$ cat src/rtl/add_32_issue_pkg.sv
// Shared types and constants for the add_32_issue stage.
// Op encodings, flag bit positions and the S1 operand bundle.
package add_32_issue_pkg;

  localparam int DATA_W = 32;

  typedef enum logic [1:0] {
    OP_ADD = 2'b00,
    OP_SUB = 2'b01,
    OP_ADC = 2'b10,
    OP_SBC = 2'b11
  } op_e;

  localparam int FLG_Z = 3;
  localparam int FLG_N = 2;
  localparam int FLG_C = 1;
  localparam int FLG_V = 0;

  typedef struct packed {
    op_e               op;
    logic [DATA_W-1:0] a;
    logic [DATA_W-1:0] b;
  } s1_t;

endpackage

$ cat src/rtl/add_32_issue_cla.sv
// 32-bit carry-lookahead adder: 4-bit lookahead groups, group carries chained.
// Ports: a, b, c_in in; sum, c_out out. Purely combinational.
module add_32_issue_cla (
  input  logic [31:0] a,
  input  logic [31:0] b,
  input  logic        c_in,
  output logic [31:0] sum,
  output logic        c_out
);

  logic [31:0] g;
  logic [31:0] p;
  logic [32:0] c;

  assign g = a & b;
  assign p = a ^ b;

  always_comb begin
    c    = '0;
    c[0] = c_in;
    for (int j = 0; j < 8; j++) begin
      c[4*j+1] = g[4*j] | (p[4*j] & c[4*j]);
      c[4*j+2] = g[4*j+1]
               | (p[4*j+1] & g[4*j])
               | (p[4*j+1] & p[4*j] & c[4*j]);
      c[4*j+3] = g[4*j+2]
               | (p[4*j+2] & g[4*j+1])
               | (p[4*j+2] & p[4*j+1] & g[4*j])
               | (p[4*j+2] & p[4*j+1] & p[4*j] & c[4*j]);
      c[4*j+4] = g[4*j+3]
               | (p[4*j+3] & g[4*j+2])
               | (p[4*j+3] & p[4*j+2] & g[4*j+1])
               | (p[4*j+3] & p[4*j+2] & p[4*j+1] & g[4*j])
               | (&p[4*j +: 4] & c[4*j]);
    end
  end

  assign sum   = p ^ c[31:0];
  assign c_out = c[32];

endmodule

$ cat src/rtl/add_32_issue.sv
// Two-stage valid/ready ADD/SUB/ADC/SBC issue + writeback around the CLA.
// Ports: clk, rst, in_* request, carry_clr, out_* result, carry_q flag.
module add_32_issue
  import add_32_issue_pkg::*;
#(
  parameter int W = 32
) (
  input  logic         clk,
  input  logic         rst,
  input  logic         in_valid,
  output logic         in_ready,
  input  logic [1:0]   in_op,
  input  logic [W-1:0] in_a,
  input  logic [W-1:0] in_b,
  input  logic         carry_clr,
  output logic         out_valid,
  input  logic         out_ready,
  output logic [W-1:0] out_sum,
  output logic [3:0]   out_flags,
  output logic         carry_q
);

  logic        s1_valid;
  logic        s2_valid;
  s1_t         s1_q;
  logic        s1_adv;
  logic [31:0] b_eff;
  logic        cin;
  logic [31:0] sum;
  logic        c_out;
  logic [3:0]  flg;

  assign s1_adv    = s1_valid && (!s2_valid || out_ready);
  assign in_ready  = !s1_valid || s1_adv;
  assign out_valid = s2_valid;

  // carry_q here is the carry of the op that last left S1,
  // i.e. the one immediately ahead in program order.
  always_comb begin
    b_eff = s1_q.b;
    cin   = 1'b0;
    unique case (s1_q.op)
      OP_ADD: ;
      OP_SUB: begin b_eff = ~s1_q.b; cin = 1'b1; end
      OP_ADC: cin = carry_q;
      OP_SBC: begin b_eff = ~s1_q.b; cin = carry_q; end
    endcase
  end

  add_32_issue_cla u_cla_32 (
    .a     (s1_q.a),
    .b     (b_eff),
    .c_in  (cin),
    .sum   (sum),
    .c_out (c_out)
  );

  always_comb begin
    flg        = '0;
    flg[FLG_Z] = (sum == '0);
    flg[FLG_N] = sum[31];
    flg[FLG_C] = c_out;
    flg[FLG_V] = (s1_q.a[31] == b_eff[31]) && (sum[31] != s1_q.a[31]);
  end

  always_ff @(posedge clk) begin
    if (rst) begin
      s1_valid  <= 1'b0;
      s2_valid  <= 1'b0;
      s1_q      <= '0;
      out_sum   <= '0;
      out_flags <= '0;
      carry_q   <= 1'b0;
    end else begin
      if (in_ready) s1_valid <= in_valid;
      if (in_valid && in_ready) begin
        s1_q.op <= op_e'(in_op);
        s1_q.a  <= in_a;
        s1_q.b  <= in_b;
      end
      if (s1_adv) begin
        s2_valid  <= 1'b1;
        out_sum   <= sum;
        out_flags <= flg;
      end else if (out_ready) begin
        s2_valid <= 1'b0;
      end
      if (carry_clr)   carry_q <= 1'b0;
      else if (s1_adv) carry_q <= c_out;
    end
  end

endmodule

$ cat config.mk
export PLATFORM = sky130hd
export DESIGN_NAME = add_32_issue
export DESIGN_NICKNAME = d
export VERILOG_FILES = /design/src/rtl/add_32_issue_pkg.sv /design/src/rtl/add_32_issue_cla.sv /design/src/rtl/add_32_issue.sv
export SDC_FILE = /design/constraint.sdc
export NUM_CORES = 1
export LEC_CHECK = 0
export ABC_CLOCK_PERIOD_IN_PS = 10600
export CORE_ASPECT_RATIO = 1.2
export CORE_MARGIN = 8
export CORE_UTILIZATION = 51
export CTS_BUF_LIST = sky130_fd_sc_hd__clkbuf_16
export DETAILED_ROUTE_END_ITERATION = 10
export PLACE_DENSITY_LB_ADDON = 0.3
export SKIP_LAST_GASP = 1
export SYNTH_ARGS = -nofsm -noshare
export SYNTH_HDL_FRONTEND = slang
export SYNTH_SLANG_ARGS = --single-unit
$ cat constraint.sdc
create_clock -name clk -period 10.6 [get_ports clk]
set_clock_uncertainty 0.1 [all_clocks]
set_input_delay 2.12 -clock clk [delete_from_list [all_inputs] [get_ports clk]]
set_output_delay 2.12 -clock clk [all_outputs]
set_load 0.02 [all_outputs]
==> out/results.tsv <==
metric	value	unit
GPL Wtd Cong	0.914	
Netlist cell types	58	
relative slew slack	16.3	%
status	completed	
CP arrival	5.95	ns
XOR/XNOR share of the synthesized area	8.19	%
RSZ-0062 raised after global routing	false	
Yosys warnings	0	
Post-Place Worst Slack	4.83	ns
Inserted Diodes	0	
Final setup viols	0	
Post-CTS Setup Inserts	0	
gr usage total	19.8	%
# port buffers	109	
Root Driver	clkbuf_16	
hold slack	0.359	ns
max-cap viol count	0	
asr flop ratio synth	0	%
CP Capture Type	register	
Routed Antenna Nets	0	
synthesized net count	805	
commonest cells after routing, fill and taps aside	nand2_1, a21oi_1, clkdlybuf4s50_1	
DRC	0	
fin. max-slew vios	0	
initial antenna violation count	0	
Power per Cell Area	139	nW/um^2
minimum clock period	5.78	ns
Initial Util	52.6	%
final net count	890	
drt first pass iters	4	
first-pass GRT wire length	23.9	mm
Hold Path Class	register to register	
DIE HEIGHT	130	microns
CTS Hold Bufs	0	
WS Path Type	register to register	
largest family of logic cells by synthesized area	simple AND/OR/NAND/NOR gates	
CTS tree	done	
Sink Count	104	
synthesized instance count	694	
period utilization	54.5	%
Vias	4981	
Pleak	2.86	nW
Hold Fails Final Rpt	0	
die area	14500	sq um
crit start category	register	
Post-DP HPWL	11.1	mm
simple-gate area share of the yosys netlist	20.8	%
Remaining Overflow, GRT	0	
maximum clock path buffer count	2	
WP data required	10.77	ns
synth top area cells	dfxtp_1, nand2_1, a21oi_1	
top_reg_cell synth	dfxtp_1	
area grow syn2layout	25.1	%
adder and majority gate portion of the synthesized area	10.1	%
final setup margin	4.82	ns
core box area	10600	sq um
register area share after synthesis	37.4	%
DR iter-0 viols	243	
width of the chip	111	microns
FMAX	173	MHz
mean post-synth cell area	8.01	sq um
pin count of the biggest net entering global routing	67	
Clk Latency, worst-skew pair	0.35	ns
Setup TNS	0	ns
Post-synth EDFFs	0	
# rows	41	
Post-DP Area	6690	sq um
Reg clk slew, reported paths	0.07	ns
FF+latch count, synth	104	
layout cells sized above 1	4.34	%
peak supply drop	0.0660	mV
total clock buffers created by CTS	9	
Layout Utilization	65.8	%
Synth Area in Compound Gates	18.3	%
Max Fanout on Critical Path	34	
mux cell area share after synthesis	0.990	%
Post-Route WL	14.2	mm
mean routed wirelength per cell	15.5	microns
Layout Cell Area excl Fill	6960	sq um
H-tree Lvls	3	
Syn Std Cell Area	5560	sq um
Vias/cell	5.46	
vias in the first global route	4992	
Post-CTS Resized	0	
Ports	110	
leading area contributor after synthesis	dfxtp_1	
commonest non-fill, non-tap cell in the layout	nand2_1	
area share of the largest cell type after synthesis	37.4	%
measured slew at the worst slew-check pin	1.26	ns
## final timing paths
check	from	to	slack (ns)	cells after the start
setup / recovery	s1_q[64]	out_flags[3]	4.82	18
hold / removal	out_sum[6]	out_sum[6]	0.36	2
setup reg to reg	s1_q[64]	out_flags[3]	4.82	18
hold reg to reg	out_sum[6]	out_sum[6]	0.36	2
## stage by stage
stage / instances / total power [mW]
6_report: 913 / 0.964
5_1_grt: 913 / 1.02
4_1_cts: 913 / 0.971
3_5_place_dp: 897 / 0.673
3_3_place_gp: 897 / 0.665
2_1_floorplan: 694 / 0.585
## power breakdown
group	switching [mW]	internal [mW]	total [mW]
logic	0.127	0.104	0.230
clock network	0.143	0.157	0.300
registers	0.0190	0.415	0.434
## state kept, by name, indices dropped and copies added (netlist names)
register,cells
s1_q,66
out_sum,31
out_flags,4
carry_q,1
out_valid,1
s1_valid,1
## final cells by class
class	count	area, sq um
clock buffer	9	225
multi-input combinational	531	3260
fill	933	3610
clock inverter	7	40.0
tap	129	161
inverter	21	78.8
sequential	104	2080
timing repair buffer	112	1110
## routing by layer
layer	share of wire [%]	global-route usage [%]
met5	0	0
met4	1.4	6.36
met3	5.1	4.74
met2	47	32.8
met1	47	24.9
## cells in the mapped netlist, types with 3 or more instances
cell	count
a211oi_1	11
a21o_1	5
a21oi_1	111
and3_1	4
buf_1	6
clkbuf_1	29
dfxtp_1	104
fa_1	8
ha_1	32
inv_1	21
mux2i_1	4
nand2_1	168
nand2b_1	3
nand3_1	6
nand3b_1	3
nand4_1	6
nor2_1	45
nor2b_1	7
nor3_1	4
nor4_1	4
o211ai_1	4
o21a_1	3
o21ai_0	10
or2_2	3
or3b_2	3
xnor2_1	9
xor2_1	43
## logic make-up after synthesis
| family | count (synthesis) |
|---|---|
| compound gates | 167 |
| buf+inv | 59 |
| fa+ha+maj | 40 |
| flops | 104 |
| simple gates | 267 |
| xor+xnor | 52 |
| mux | 5 |
## critical path, cell delays in order, from the launching register on
cell and delay (ns):
dfxtp_2 0.95, xor2_1 0.20, ha_1 0.37, and4_1 0.26
nor3b_1 0.36, a2111oi_4 0.17, a2111oi_2 0.44, nor3b_1 0.16
o31a_1 0.34, fa_1 0.52, nand4_1 0.10, or3b_2 0.46
nor4_1 0.21, o211ai_1 0.14, a21oi_1 0.14, o2111ai_1 0.16
nor4_1 0.26, nand4_1 0.14, o31ai_1 0.20
Note: power is estimated with default switching activity, not from simulation.
